## config.mk

```make
export PLATFORM = sky130hd
export DESIGN_NAME = cpu_ctrl_fsm
export DESIGN_NICKNAME = d
export VERILOG_FILES = /design/src/rtl/cpu_ctrl_pkg.sv /design/src/rtl/cpu_cond_eval.sv /design/src/rtl/cpu_ctrl_fsm.sv
export SDC_FILE = /design/constraint.sdc
export NUM_CORES = 1
export LEC_CHECK = 0
export ABC_AREA = 1
export BUFFER_PORTS_ARGS = -buffer_cell sky130_fd_sc_hd__buf_2
export CELL_PAD_IN_SITES_DETAIL_PLACEMENT = 1
export CELL_PAD_IN_SITES_GLOBAL_PLACEMENT = 1
export CORE_MARGIN = 1.5
export CORE_UTILIZATION = 39
export DETAILED_ROUTE_END_ITERATION = 7
export PLACE_DENSITY = 0.9
export SLEW_MARGIN = 20
export SYNTH_ARGS = -nofsm -noshare
export SYNTH_HDL_FRONTEND = slang
export SYNTH_SLANG_ARGS = --single-unit
```

## constraint.sdc

```tcl
create_clock -name clk -period 2.97 [get_ports clk]
set_clock_uncertainty 0.15 [all_clocks]
set_input_delay 0.4455 -clock clk [delete_from_list [all_inputs] [get_ports clk]]
set_output_delay 0.4455 -clock clk [all_outputs]
set_load 0.02 [all_outputs]
```

## src/rtl/cpu_ctrl_pkg.sv

```systemverilog
// cpu_ctrl_pkg: shared constants for the multi-cycle CPU control unit.
//   - FSM state encodings (4-bit, legacy-compatible constants)
//   - instruction field codes (major opcodes, special ext codes)
//   - branch condition codes and flag bit positions in the {Z,C,F,N,L} bus
//   - writeback source encodings for wb_sel
package cpu_ctrl_pkg;

  localparam logic [3:0] ST_RESET  = 4'd0;
  localparam logic [3:0] ST_FETCH  = 4'd1;
  localparam logic [3:0] ST_DECODE = 4'd2;
  localparam logic [3:0] ST_EXEC_R = 4'd3;
  localparam logic [3:0] ST_LOAD   = 4'd4;
  localparam logic [3:0] ST_STORE  = 4'd5;
  localparam logic [3:0] ST_JUMP   = 4'd6;
  localparam logic [3:0] ST_JAL    = 4'd7;
  localparam logic [3:0] ST_SNES   = 4'd8;
  localparam logic [3:0] ST_HALT   = 4'd9;

  localparam logic [3:0] MAJ_RTYPE0  = 4'b0000;
  localparam logic [3:0] MAJ_SPECIAL = 4'b0100;
  localparam logic [3:0] MAJ_CMPI    = 4'b1011;

  localparam logic [3:0] EXT_LOAD  = 4'b0000;
  localparam logic [3:0] EXT_STORE = 4'b0100;
  localparam logic [3:0] EXT_JAL   = 4'b1000;
  localparam logic [3:0] EXT_JCOND = 4'b1100;
  localparam logic [3:0] EXT_SNES  = 4'b1111;
  localparam logic [3:0] EXT_CMP   = 4'b1011;

  localparam logic [3:0] CC_Z  = 4'h0;
  localparam logic [3:0] CC_NZ = 4'h1;
  localparam logic [3:0] CC_C  = 4'h2;
  localparam logic [3:0] CC_NC = 4'h3;
  localparam logic [3:0] CC_L  = 4'h4;
  localparam logic [3:0] CC_NL = 4'h5;
  localparam logic [3:0] CC_N  = 4'h6;
  localparam logic [3:0] CC_NN = 4'h7;
  localparam logic [3:0] CC_F  = 4'h8;
  localparam logic [3:0] CC_NF = 4'h9;
  localparam logic [3:0] CC_HI = 4'hA;
  localparam logic [3:0] CC_LS = 4'hB;
  localparam logic [3:0] CC_GT = 4'hC;
  localparam logic [3:0] CC_LE = 4'hD;
  localparam logic [3:0] CC_UC = 4'hE;
  localparam logic [3:0] CC_NV = 4'hF;

  localparam int FLAG_Z = 4;
  localparam int FLAG_C = 3;
  localparam int FLAG_F = 2;
  localparam int FLAG_N = 1;
  localparam int FLAG_L = 0;

  localparam logic [1:0] WB_ALU  = 2'b00;
  localparam logic [1:0] WB_MEM  = 2'b01;
  localparam logic [1:0] WB_LINK = 2'b10;

endpackage

```

## src/rtl/cpu_cond_eval.sv

```systemverilog
// cpu_cond_eval: combinational branch condition evaluator.
//   code  in  4  condition code from instr[11:8]
//   flags in  5  {Z,C,F,N,L}
//   taken out 1  branch taken
module cpu_cond_eval
  import cpu_ctrl_pkg::*;
(
  input  logic [3:0] code,
  input  logic [4:0] flags,
  output logic       taken
);

  logic z, c, f, n, l;

  assign z = flags[FLAG_Z];
  assign c = flags[FLAG_C];
  assign f = flags[FLAG_F];
  assign n = flags[FLAG_N];
  assign l = flags[FLAG_L];

  always_comb begin
    taken = 1'b0;
    case (code)
      CC_Z:    taken = z;
      CC_NZ:   taken = !z;
      CC_C:    taken = c;
      CC_NC:   taken = !c;
      CC_L:    taken = l;
      CC_NL:   taken = !l;
      CC_N:    taken = n;
      CC_NN:   taken = !n;
      CC_F:    taken = f;
      CC_NF:   taken = !f;
      CC_HI:   taken = !l && !z;
      CC_LS:   taken = l || z;
      CC_GT:   taken = !n && !z;
      CC_LE:   taken = n || z;
      CC_UC:   taken = 1'b1;
      default: taken = 1'b0;
    endcase
  end

endmodule

```

## src/rtl/cpu_ctrl_fsm.sv

```systemverilog
// cpu_ctrl_fsm: multi-cycle control unit for the 16-bit CPU.
//   clk, reset (async, active-low)
//   mem_in/mem_ready      memory read data and access-complete handshake
//   flags {Z,C,F,N,L}, pc_ins (current PC), snes_data (12 bits per channel)
//   resume                leave HALT
//   opcode, reg_en, mux_A_sel, mux_B_sel, wb_sel, link_data  datapath control
//   pc_sel, mem_req, mem_w_en                                 memory port
//   flag_en, pc_en, pc_ld, halted                             misc enables
//
// state  | meaning
// RESET  | first cycle after reset release
// FETCH  | read instruction at PC, wait for mem_ready
// DECODE | PC increment, pick execute state
// EXEC_R | ALU op, writeback from ALU, flags updated
// LOAD   | read memory at reg A, write rdest when mem_ready
// STORE  | write reg B to memory at reg A, wait for mem_ready
// JUMP   | conditional PC load from reg A
// JAL    | link PC into rdest, PC load from reg A
// SNES   | controller button word into rdest
// HALT   | idle until resume
module cpu_ctrl_fsm
  import cpu_ctrl_pkg::*;
#(
  parameter int ADDR_WIDTH = 12,
  parameter int NUM_REGS   = 16,
  parameter int NUM_SNES   = 2,
  parameter int RSEL_W     = $clog2(NUM_REGS)
) (
  input  logic                   clk,
  input  logic                   reset,
  input  logic [15:0]            mem_in,
  input  logic                   mem_ready,
  input  logic [4:0]             flags,
  input  logic [ADDR_WIDTH-1:0]  pc_ins,
  input  logic [12*NUM_SNES-1:0] snes_data,
  input  logic                   resume,
  output logic [15:0]            opcode,
  output logic [NUM_REGS-1:0]    reg_en,
  output logic [RSEL_W-1:0]      mux_A_sel,
  output logic [RSEL_W-1:0]      mux_B_sel,
  output logic [1:0]             wb_sel,
  output logic [15:0]            link_data,
  output logic                   pc_sel,
  output logic                   mem_req,
  output logic                   mem_w_en,
  output logic                   flag_en,
  output logic                   pc_en,
  output logic                   pc_ld,
  output logic                   halted
);

  logic [3:0]          state, state_d;
  logic [15:0]         instr, instr_d;
  logic [15:0]         opcode_d, link_d;
  logic [NUM_REGS-1:0] reg_en_q, reg_en_d;
  logic [RSEL_W-1:0]   a_d, b_d;
  logic [1:0]          wb_d;
  logic                pc_sel_d, mem_req_d, mem_w_en_d, flag_en_d, pc_en_d, pc_ld_d, halted_d;
  logic                taken, is_cmp, load_wait;
  logic [11:0]         snes_word;

  // Indices at or above NUM_REGS select nothing.
  function automatic logic [NUM_REGS-1:0] onehot(input logic [3:0] idx);
    logic [NUM_REGS-1:0] v;
    v = '0;
    for (int k = 0; k < NUM_REGS; k++)
      if (idx == k[3:0]) v[k] = 1'b1;
    return v;
  endfunction

  cpu_cond_eval u_cond (
    .code  (instr[11:8]),
    .flags (flags),
    .taken (taken)
  );

  assign is_cmp = (instr[15:12] == MAJ_CMPI) ||
                  ((instr[15:12] == MAJ_RTYPE0) && (instr[7:4] == EXT_CMP));

  always_comb begin
    snes_word = '0;
    for (int k = 0; k < NUM_SNES; k++)
      if (instr[3:0] == k[3:0]) snes_word = snes_data[12*k +: 12];
  end

  always_comb begin
    state_d = state;
    case (state)
      ST_RESET: state_d = ST_FETCH;
      ST_FETCH: if (mem_ready) state_d = ST_DECODE;
      ST_DECODE: begin
        if (instr == 16'h0000)                state_d = ST_HALT;
        else if (instr[15:12] != MAJ_SPECIAL) state_d = ST_EXEC_R;
        else begin
          case (instr[7:4])
            EXT_LOAD:  state_d = ST_LOAD;
            EXT_STORE: state_d = ST_STORE;
            EXT_JAL:   state_d = ST_JAL;
            EXT_JCOND: state_d = ST_JUMP;
            EXT_SNES:  state_d = ST_SNES;
            default:   state_d = ST_FETCH;   // unknown special: NOP
          endcase
        end
      end
      ST_LOAD, ST_STORE: if (mem_ready) state_d = ST_FETCH;
      ST_HALT:           if (resume)    state_d = ST_FETCH;
      default:           state_d = ST_FETCH;
    endcase
  end

  assign instr_d = (state == ST_FETCH && mem_ready) ? mem_in : instr;

  // Outputs are a function of the next state so that they are registered
  // alongside it and valid for the whole state cycle.
  always_comb begin
    opcode_d   = '0;
    reg_en_d   = '0;
    a_d        = '0;
    b_d        = '0;
    wb_d       = WB_ALU;
    link_d     = '0;
    pc_sel_d   = 1'b1;
    mem_req_d  = 1'b0;
    mem_w_en_d = 1'b0;
    flag_en_d  = 1'b0;
    pc_en_d    = 1'b0;
    pc_ld_d    = 1'b0;
    halted_d   = 1'b0;
    case (state_d)
      ST_FETCH:  mem_req_d = 1'b1;
      ST_DECODE: pc_en_d = 1'b1;
      ST_EXEC_R: begin
        opcode_d  = instr;
        a_d       = instr[8 +: RSEL_W];
        b_d       = instr[0 +: RSEL_W];
        flag_en_d = 1'b1;
        if (!is_cmp) reg_en_d = onehot(instr[11:8]);
      end
      ST_LOAD: begin
        mem_req_d = 1'b1;
        pc_sel_d  = 1'b0;
        a_d       = instr[0 +: RSEL_W];
        wb_d      = WB_MEM;
        reg_en_d  = onehot(instr[11:8]);
      end
      ST_STORE: begin
        mem_req_d  = 1'b1;
        mem_w_en_d = 1'b1;
        pc_sel_d   = 1'b0;
        a_d        = instr[0 +: RSEL_W];
        b_d        = instr[8 +: RSEL_W];
      end
      ST_JUMP: begin
        a_d     = instr[0 +: RSEL_W];
        pc_ld_d = taken;
        pc_en_d = taken;
      end
      ST_JAL: begin
        link_d   = 16'(pc_ins);
        wb_d     = WB_LINK;
        reg_en_d = onehot(instr[11:8]);
        pc_ld_d  = 1'b1;
        pc_en_d  = 1'b1;
        a_d      = instr[0 +: RSEL_W];
      end
      ST_SNES: begin
        link_d   = {4'b0, snes_word};
        wb_d     = WB_LINK;
        reg_en_d = onehot(instr[11:8]);
      end
      ST_HALT: halted_d = 1'b1;
      default: ;
    endcase
  end

  always_ff @(posedge clk or negedge reset) begin
    if (!reset) begin
      state     <= ST_RESET;
      instr     <= '0;
      opcode    <= '0;
      reg_en_q  <= '0;
      mux_A_sel <= '0;
      mux_B_sel <= '0;
      wb_sel    <= WB_ALU;
      link_data <= '0;
      pc_sel    <= 1'b1;
      mem_req   <= 1'b0;
      mem_w_en  <= 1'b0;
      flag_en   <= 1'b0;
      pc_en     <= 1'b0;
      pc_ld     <= 1'b0;
      halted    <= 1'b0;
    end else begin
      state     <= state_d;
      instr     <= instr_d;
      opcode    <= opcode_d;
      reg_en_q  <= reg_en_d;
      mux_A_sel <= a_d;
      mux_B_sel <= b_d;
      wb_sel    <= wb_d;
      link_data <= link_d;
      pc_sel    <= pc_sel_d;
      mem_req   <= mem_req_d;
      mem_w_en  <= mem_w_en_d;
      flag_en   <= flag_en_d;
      pc_en     <= pc_en_d;
      pc_ld     <= pc_ld_d;
      halted    <= halted_d;
    end
  end

  // The load data is only valid in the cycle memory reports ready, so the
  // registered write enable is masked during LOAD wait states.
  assign load_wait = (state == ST_LOAD) && !mem_ready;
  assign reg_en    = reg_en_q & ~{NUM_REGS{load_wait}};

endmodule

```

-- After elaboration in Yosys (flattened, before gate mapping)
Cells that the tools add are included.
- output and inout port bits: 65
- word-level logic and storage cells: 120
- flip-flop bits (word level): 85
- input port bits: 61
- multiplexer cells: 40
- bitwise logic cells: 2
- eq/ne operators: 37
- reduce and logical (&&, ||, !) cells: 26
- operators by type and width (kind ; count):
    4-bit == test, second input constant ; 16
    4-bit by 3-bit == test with 1-bit output, second input constant ; 11
    16-bit 2-to-1 mux ; 2
    16-bit one-hot mux with 2 select lines ; 1
    12-bit 2-to-1 mux ; 2
    12-bit one-hot mux with 2 select lines ; 1
    1-bit 2-to-1 mux ; 21
    4-bit by 2-bit == test with 1-bit output, second input constant ; 5
    4-bit 2-to-1 mux ; 5
    4-bit one-hot mux with 5 select lines ; 1
    16-bit bitwise AND ; 1
    4-bit by 1-bit == test with 1-bit output, second input constant ; 4
    16-bit zero test ; 1
    4-bit zero test ; 4
    16-bit inverter ; 1
    4-bit one-hot mux with 2 select lines ; 2
    4-bit one-hot mux with 4 select lines ; 1
    1-bit one-hot mux with 15 select lines ; 1
    2-bit OR reduction ; 4
    1-bit zero test ; 6
    3-bit OR reduction ; 2
    1-bit logical AND ; 5
    4-bit by 3-bit inequality test with 1-bit output, second input constant ; 1
    1-bit one-hot mux with 2 select lines ; 2
    3 further kinds ; 5

-- Depth between registers and ports, before layout
Gate-level depths: netlist of the first run.
- depth after elaboration: 8
- depth in mapped cells: 13
- depth with buffers taken out: 12

-- By module
From an unflattened synthesis of the first run, not the netlist that was laid out.
- cells, all modules: 472
- area, all modules: 3811.2 um^2
- modules (own cells, without submodules) (module ; cells each ; instances ; area each (um^2) ; seq. area each (um^2)):
    cpu_ctrl_fsm ; 414 ; 1 ; 3577.2 ; 2028.2
    cpu_cond_eval ; 58 ; 1 ; 234.0 ; 0.0

-- Worst setup path before layout of the first run
No wires, ideal clock.
- kind: register to output
- from: reg state[1]
- to: out reg_en[10]
- cell stages (with the launch flop): 8
- data required time: 2375 ps
- slack: 1027 ps
- path buffers: 1
- arrival time: 1347 ps
- cells stage by stage: dfrtp_1 -> nor2_1 -> nand2_2 -> nor2_1 -> nand2_1 -> clkbuf_1 -> nand2_1 -> inv_1
- word-level cells in the longest chain between the ends: 4
- ends and longest elaborated chain (element ; line ; source):
    start, declared ; cpu_ctrl_fsm.sv:52 ; logic [3:0] state, state_d;
    start signal, assigned ; cpu_ctrl_fsm.sv:194 ; state <= state_d;
    4-bit by 3-bit == test with 1-bit output ; cpu_ctrl_fsm.sv:214 ; assign load_wait = (state == ST_LOAD) && !mem_ready;
    1-bit logical AND ; cpu_ctrl_fsm.sv:214 ;
    16-bit inverter ; cpu_ctrl_fsm.sv:215 ; assign reg_en = reg_en_q & ~{NUM_REGS{load_wait}};
    16-bit bitwise AND ; cpu_ctrl_fsm.sv:215 ;
    end, declared ; cpu_ctrl_fsm.sv:38 ; output logic [NUM_REGS-1:0] reg_en,
Every way passes these cells.

-- Worst setup path after layout of the first run
- from: reg state[1]
- to: out reg_en[0]
Same word-level chain as after synthesis.

==> results.rst, run 1 <==
.. list-table::
   :header-rows: 1

   * - Metric
     - Value
   * - Outcome
     - complete, but fails checks
   * - Violated checks
     - negative hold slack
   * - Largest net degree at the start of global routing
     - 82
   * - Min-delay worst type
     - input port to async pin
   * - Vert. Die Dim
     - 101.3 um
   * - Final #Nets
     - roughly 630
   * - Achievable Freq
     - 377.8 MHz
   * - Cell-internal power
     - between 2 and 2.5 mW
   * - Maximum count of clock buffers along a single path
     - 2
   * - Final clock period utilization by the worst path
     - between 80% and 90%
   * - Setup TNS Final
     - 0 ns
   * - Transition time of the tightest slew-check pin
     - around 0.75 ns
   * - Number of CTS-inserted buffers
     - 9
   * - Area overhead of the layout relative to synthesis
     - 23.23%
   * - Tot GR Track Use
     - between 20% and 30%
   * - Fin. max-slew vios
     - 0
   * - Clk_lat worst skew
     - 0.36 ns
   * - Worst setup path startpoint
     - state[1]$_DFF_PN0_
   * - Via count normalized by instance count
     - 4.675
   * - Global-route wire length before repair
     - roughly 16000 um
   * - Yosys cell types
     - 30
   * - Number of flip-flops and latches in the synthesized netlist
     - 81
   * - GP Congestion
     - between 0.9 and 1
   * - Initial standard-cell utilization of the core
     - around two fifths
   * - Critical Path AT
     - around 2.1 ns
   * - Clock network fraction of design power
     - ~18%
   * - Number of maximum-capacitance constraint violations
     - 0
   * - Largest fanout on the critical path
     - 16
   * - Worst relative slew slack
     - 50.16%
   * - Commonest non-fill, non-tap cell in the layout
     - sky130_fd_sc_hd__buf_2
   * - Total setup violations reported at the end of the flow
     - 0
   * - Area enclosed by the die boundary
     - a little over 10000 um2
   * - Minimum setup slack among reg-to-reg paths
     - between 0.3 and 0.4 ns
   * - Worst ir drop on vdd
     - ~0.37 mV
   * - Start-to-end type of the worst setup path
     - register to output port
   * - Pwr dens
     - between 800 and 900 nW/um2
   * - Post-cts sizing count
     - 0
   * - Portion of synthesized cell area occupied by the leading cell type
     - a little over half
   * - Input/output buffers
     - around 120
   * - I/O pin count
     - 126
   * - Fraction of power consumed by sequential logic
     - about two fifths
   * - Average wire per cell in the routed design
     - between 10 and 15 um
   * - Part of the Yosys area used for sequential elements
     - between 50% and 60%
   * - Worst endpoint required time
     - roughly 2.4 ns
   * - Count of standard-cell rows
     - 35
   * - Setup repair after global routing missed its margin
     - false
   * - Average cell area after synthesis
     - 8.513 um2
   * - Final global-route overflow total
     - 0
   * - Fraction of layout instances using a drive strength above 1
     - between 30% and 40%
   * - Mapped Cells
     - roughly 440
   * - Total setup buffers inserted after CTS
     - 0
   * - Met2 WL post-DR
     - between 5000 and 6000 um
   * - Via count of the first global-routing pass
     - 3374
   * - Worst Setup Start Kind
     - register
   * - Number of antenna repair diodes
     - 0
   * - Minimum clock period after layout
     - 2.647 ns
   * - Kind of end point of the critical path
     - output port
   * - Width of the chip
     - just over 100 um
   * - Met3 Wirelength
     - approximately 370 um
   * - Number of antenna violations at the first check in global routing
     - 0
   * - Worst Reg-to-Reg Cells
     - 10
   * - Worst Hold Slack
     - -0.03764 ns
   * - Clock H-tree levels
     - 3
   * - Drt drc
     - 0
   * - Worst path cell trace
     - nor2_1 > nand2_2 > nor2_1 > nand2_1 > nand2_1 > inv_1 > buf_2
   * - Total power
     - about 3.9 mW
   * - Cell accounting for the most synthesized area
     - sky130_fd_sc_hd__dfrtp_1
   * - Fill cells
     - 1175
   * - Synthesized cell area
     - roughly 3800 um2
   * - HPWL after detailed placement
     - approximately 7800 um
   * - Cell at the slowest stage of the critical path
     - sky130_fd_sc_hd__dfrtp_1
   * - Finished Core Util
     - between 40% and 50%
   * - Count of hold-fix buffers inserted at cts
     - 0
   * - Length of routed wiring on met1
     - ~4500 um
   * - CTS root buffer
     - sky130_fd_sc_hd__clkbuf_8
   * - Switching part of the total
     - a little under half
   * - CTS Sinks
     - 81
   * - Number of DRC markers after the initial detailed-route iteration
     - between 80 and 90
   * - Post-detailed-routing wire length
     - ~10000 um
   * - Clock transition at the register clock pins on the worst setup and hold paths after CTS
     - ~0.080 ns
   * - Reg2Reg Capture Point
     - reg_en_q[4]$_DFF_PN0_
   * - Final ANT Viol Nets
     - 0
   * - Maximum cell stage delay along the critical path
     - around 0.44 ns
   * - Sw Pwr
     - approximately 1.8 mW
   * - Share of total power in combinational logic
     - 43.2%
   * - Initial DRT Pass Iterations
     - 4
   * - Worst setup path end
     - reg_en[0]
   * - Placeable Area
     - 9328 um2
   * - Vias
     - 3268
   * - Leakage
     - 2.679 nW
   * - Highest-count cells in the layout ignoring fill and taps
     - 120 x sky130_fd_sc_hd__buf_2, 92 x sky130_fd_sc_hd__inv_1, 80 x sky130_fd_sc_hd__dfrtp_1
   * - Beginning of the worst register-to-register path
     - state[3]$_DFF_PN0_
   * - Yosys synthesis warning count
     - 0
   * - Hold violation count in the final report
     - 74
   * - Top cells by area in the synthesized netlist
     - sky130_fd_sc_hd__dfrtp_1 53%, sky130_fd_sc_hd__inv_1 9.2%, sky130_fd_sc_hd__nand2_1 7.7%
   * - Clock tree from TritonCTS
     - built
   * - Top Layer Used
     - met4
-- state kept, by name (all words and copies together), names as in the netlist, 2 cells and up --
signal / cells
instr: 16
opcode: 16
reg_en_q: 16
link_data: 12
mux_A_sel: 4
mux_B_sel: 4
state: 4
wb_sel: 2
-- Yosys cell counts --
master                      n
sky130_fd_sc_hd__o211ai_1   1
sky130_fd_sc_hd__nor2_1    47
sky130_fd_sc_hd__nand3_1   26
sky130_fd_sc_hd__nand2_2    4
sky130_fd_sc_hd__nor3_1     2
sky130_fd_sc_hd__conb_1     1
sky130_fd_sc_hd__nand3_4    1
sky130_fd_sc_hd__a21oi_1    1
sky130_fd_sc_hd__nand2_1   77
sky130_fd_sc_hd__nand4_1    3
sky130_fd_sc_hd__o31ai_1    1
sky130_fd_sc_hd__o22ai_1   22
sky130_fd_sc_hd__nor3_2     1
sky130_fd_sc_hd__nand4_2    1
sky130_fd_sc_hd__buf_1      1
sky130_fd_sc_hd__nand2_4    1
sky130_fd_sc_hd__nand3_2    3
sky130_fd_sc_hd__clkbuf_1   7
sky130_fd_sc_hd__inv_2      4
sky130_fd_sc_hd__nor2_2     8
sky130_fd_sc_hd__a21oi_2    1
sky130_fd_sc_hd__o21ai_0   34
sky130_fd_sc_hd__dfstp_2    1
sky130_fd_sc_hd__inv_1     92
sky130_fd_sc_hd__o21ai_2    1
sky130_fd_sc_hd__dfrtp_1   80
sky130_fd_sc_hd__buf_4      4
sky130_fd_sc_hd__buf_12     1
sky130_fd_sc_hd__buf_2      3
sky130_fd_sc_hd__nor2_4    14
-- final cells by class --
type                            count  area (um2)  share of cell area (%)
Clock buffer                       11       131.4                   2.827
Clock inverter                      5       32.53                  0.7001
Inverter                           96       360.3                   7.754
Multi-Input combinational cell    253        1299                   27.95
Sequential cell                    81        2028                   43.65
Tap cell                          129       161.4                   3.473
Timing Repair Buffer              124       634.4                   13.65
-- power by group through the flow --
stage | Clock [mW] | Sequential [mW] | Combinational [mW]
2_1_floorplan | 0 | 1.68 | 1.04
3_3_place_gp | 0 | 1.53 | 1.60
3_5_place_dp | 0 | 1.55 | 1.69
4_1_cts | 0.728 | 1.53 | 1.71
5_1_grt | 0.770 | 1.56 | 1.88
6_report | 0.699 | 1.53 | 1.70
-- stage by stage --
stage	setup WS, ns	std cells	cell area (um2)
3_3_place_gp	0.5860	683	4479
6_report	0.3231	699	4647
3_5_place_dp	0.3797	683	4479
5_1_grt	0.1064	699	4647
2_1_floorplan	1.027	446	3782
4_1_cts	0.2816	699	4643
-- worst max-delay path, delay by kind of cell, from the launching register on --
family / cells / cell delay (ns)
flip-flops: 1 / 0.44
AND/OR/NAND/NOR: 5 / 1.05
buffers and inverters: 2 / 0.20
-- logic make-up after synthesis --
family	synth area share (%)
simple gates	24.88
flops	53.78
buf+inv	12.08
other cells	0.09944
compound gates	9.157
-- per-layer routing --
| layer | up-vias | track usage, % |
|---|---|---|
| met3 | 12 | 5.452 |
| met4 | 0 | 6.731 |
| li1 | 1595 | - |
| met5 | - | 0 |
| met1 | 1585 | 25.84 |
| met2 | 76 | 37.02 |
-- worst min-delay path by stage --
stage / from / endpoint / cells past startpoint
after floorplan: reset / flag_en$_DFF_PN0_ / 0
after global placement: instr[15]$_DFFE_PN0P_ / opcode[15]$_DFF_PN0_ / 2
after detailed placement: instr[15]$_DFFE_PN0P_ / opcode[15]$_DFF_PN0_ / 2
after CTS: reset / reg_en_q[6]$_DFF_PN0_ / 1
after global routing: reset / reg_en_q[12]$_DFF_PN0_ / 1
final: reset / reg_en_q[12]$_DFF_PN0_ / 1
(Power assumes the default switching activity.)
==> run 2: changes to the inputs <==
CELL_PAD_IN_SITES_DETAIL_PLACEMENT = 0   (was 1)
==> run 2 against run 1 <==
Against the previous run: worst hold slack improved by 0.19 ns; highest routed layer unchanged; worst setup slack better by 0.12 ns; cell area is 1.0% higher; die area did not move; critical path depth did not move; core utilization rose by 0.51 points; the run now ends clean; total power shrank 0.99%; sequential share of layout area is 0.44 points lower; cell count up 0.29%.
==> results.rst, run 2 (synthesis gave the netlist of run 1 again) <==
.. list-table::
   :header-rows: 1

   * - Metric
     - Value
   * - HPWL after detailed placement
     - around 6600 um
   * - Worst Setup Start Kind
     - register
   * - Share of total power in combinational logic
     - roughly 42%
   * - Met3 Wirelength
     - 343 um
   * - Total power
     - between 3 and 4 mW
   * - Initial DRT Pass Iterations
     - 4
   * - Fraction of power consumed by sequential logic
     - about two fifths
   * - Highest-count cells in the layout ignoring fill and taps
     - 120 x sky130_fd_sc_hd__buf_2, 92 x sky130_fd_sc_hd__inv_1, 80 x sky130_fd_sc_hd__dfrtp_1
   * - Clock tree from TritonCTS
     - built
   * - Number of maximum-capacitance constraint violations
     - 0
   * - Area overhead of the layout relative to synthesis
     - 24.49%
   * - Length of routed wiring on met1
     - around 4000 um
   * - Cell-internal power
     - between 2 and 2.5 mW
   * - Largest net degree at the start of global routing
     - 82
   * - Finished Cell Area
     - around 4700 um2
   * - Worst endpoint required time
     - around 2.4 ns
   * - Worst setup path startpoint
     - state[1]$_DFF_PN0_
   * - Final #Nets
     - ~630
   * - Beginning of the worst register-to-register path
     - state[3]$_DFF_PN0_
   * - Worst ir drop on vdd
     - ~0.41 mV
   * - Cell at the slowest stage of the critical path
     - sky130_fd_sc_hd__dfrtp_1
   * - Footprint of the flip-flops and latches
     - around 2000 um2
   * - Area taken by multi-input logic gates
     - between 1000 and 1500 um2
   * - Width of the chip
     - around 100 um
   * - Largest fanout on the critical path
     - 16
   * - Top Layer Used
     - met4
   * - Transition time of the tightest slew-check pin
     - between 0.7 and 0.8 ns
   * - Tot GR Track Use
     - roughly 18%
   * - Worst relative slew slack
     - 50.40%
   * - Sw Pwr
     - ~1.7 mW
   * - Clock transition at the register clock pins on the worst setup and hold paths after CTS
     - about 0.09 ns
   * - Number of DRC markers after the initial detailed-route iteration
     - around 150
   * - Finished Core Util
     - roughly half
   * - Clock H-tree levels
     - 3
   * - Total setup violations reported at the end of the flow
     - 0
   * - Clk_lat worst skew
     - 0.35 ns
   * - Pwr dens
     - between 800 and 900 nW/um2
   * - Number of antenna violations at the first check in global routing
     - 0
   * - Worst Hold Slack
     - between 0.1 and 0.15 ns
   * - Cell area after placement
     - 4479 um2
   * - Reg2Reg Capture Point
     - reg_en_q[2]$_DFF_PN0_
   * - Via count of the first global-routing pass
     - 2940
   * - CTS root buffer
     - sky130_fd_sc_hd__clkbuf_8
   * - Met2 WL post-DR
     - around 4200 um
   * - Largest registers
     - instr x16, opcode x16, reg_en_q x16
   * - Count of standard-cell rows
     - 35
   * - Setup repair after global routing missed its margin
     - false
   * - CP Depth
     - 7
   * - Commonest non-fill, non-tap cell in the layout
     - sky130_fd_sc_hd__buf_2
   * - Initial standard-cell utilization of the core
     - about 40%
   * - Worst setup path end
     - reg_en[9]
   * - Fill cells
     - around 900
   * - GP Congestion
     - 0.9299
   * - Setup TNS Final
     - 0 ns
   * - Leakage
     - 2.702 nW
   * - Post-detailed-routing wire length
     - 8676 um
   * - Final global-route overflow total
     - 0
   * - Via count normalized by instance count
     - about 4.5
   * - Minimum clock period after layout
     - about 2.5 ns
   * - Vert. Die Dim
     - ~100 um
   * - Switching part of the total
     - roughly 45%
   * - Outcome
     - completed
   * - Total buffers and inverters traversed by the critical path
     - 2
   * - Minimum setup slack among reg-to-reg paths
     - about 0.48 ns
   * - Vias
     - ~3100
   * - Area enclosed by the die boundary
     - roughly 10000 um2
   * - Maximum count of clock buffers along a single path
     - 2
   * - Number of antenna repair diodes
     - 0
   * - Final ANT Viol Nets
     - 0
   * - Input/output buffers
     - ~120
   * - Clock network fraction of design power
     - between 10% and 20%
   * - Placeable Area
     - a little over 9000 um2
   * - Maximum cell stage delay along the critical path
     - about 0.43 ns
   * - Achievable Freq
     - 396.3 MHz
   * - Min-delay worst type
     - input port to register
   * - Start-to-end type of the worst setup path
     - register to output port
   * - Average wire per cell in the routed design
     - between 10 and 15 um
   * - I/O pin count
     - about 130
   * - Final clock period utilization by the worst path
     - between 80% and 90%
   * - Fin. max-slew vios
     - 0
   * - Fraction of layout instances using a drive strength above 1
     - between 30% and 40%
   * - Worst Reg-to-Reg Cells
     - 10
   * - CTS Sinks
     - between 80 and 90
   * - Worst path cell trace
     - nor2_1 > nand2_2 > nor2_1 > nand2_1 > nand2_1 > inv_1 > buf_2
   * - Number of CTS-inserted buffers
     - 9
   * - Hold violation count in the final report
     - 0
   * - Drt drc
     - 0
   * - Worst path top cell family by delay
     - simple AND/OR/NAND/NOR gates
   * - Kind of end point of the critical path
     - output port
   * - Global-route wire length before repair
     - between 10000 and 15000 um
   * - Critical Path AT
     - roughly 1.9 ns
[run 2: metal layers]
metal  track usage (%)  up-vias
met5                 0        -
met3             4.900        5
li1                  -     1599
met1             23.98     1452
met4             5.342        0
met2             27.72       83
[run 2: metrics by stage]
step / instances / worst slack (ns)
floorplan: 446 / 1.027
global placement: 683 / 0.5860
detailed placement: 683 / 0.5129
CTS: 699 / 0.4006
global route: 701 / 0.1634
finish: 701 / 0.4465
[run 2: layout make-up]
type                            count  share of cell area [%]
Sequential cell                    81                   43.20
Multi-Input combinational cell    253                   27.67
Timing Repair Buffer              126                   14.23
Inverter                           96                   7.676
Tap cell                          129                   3.438
Clock buffer                        9                   2.639
Clock inverter                      7                   1.146
[run 2: power groups by stage]
stage | registers, mW | clock network, mW | logic (mW)
floorplan | 1.68 | 0 | 1.04
global placement | 1.53 | 0 | 1.60
detailed placement | 1.54 | 0 | 1.63
CTS | 1.53 | 0.746 | 1.63
global route | 1.56 | 0.802 | 1.83
finish | 1.52 | 0.726 | 1.63
[run 2: what timing repair did]
item	CTS	global route
hold endpoints to repair	0	28
hold buffers	0	1
resized for setup	0	0
setup buffers	0	0
setup endpoints to repair	0	0
[run 2: how the worst min path moves through the flow]
stage / cells after the start / slack (ns) / startpoint / to
final: 3 / 0.15 / mem_in[13] / instr[13]$_DFFE_PN0P_
after global routing: 3 / 0.14 / mem_in[2] / instr[2]$_DFFE_PN0P_
after CTS: 3 / 0.13 / mem_in[13] / instr[13]$_DFFE_PN0P_
after detailed placement: 2 / 0.39 / instr[15]$_DFFE_PN0P_ / opcode[15]$_DFF_PN0_
after global placement: 2 / 0.39 / instr[15]$_DFFE_PN0P_ / opcode[15]$_DFF_PN0_
after floorplan: 0 / -0.00009 / reset / flag_en$_DFF_PN0_
[run 2: tightest hold or removal path, stage by stage]
cell and delay (ns):
sky130_fd_sc_hd__buf_2 0.07, sky130_fd_sc_hd__nand2_1 0.04, sky130_fd_sc_hd__o21ai_0 0.06
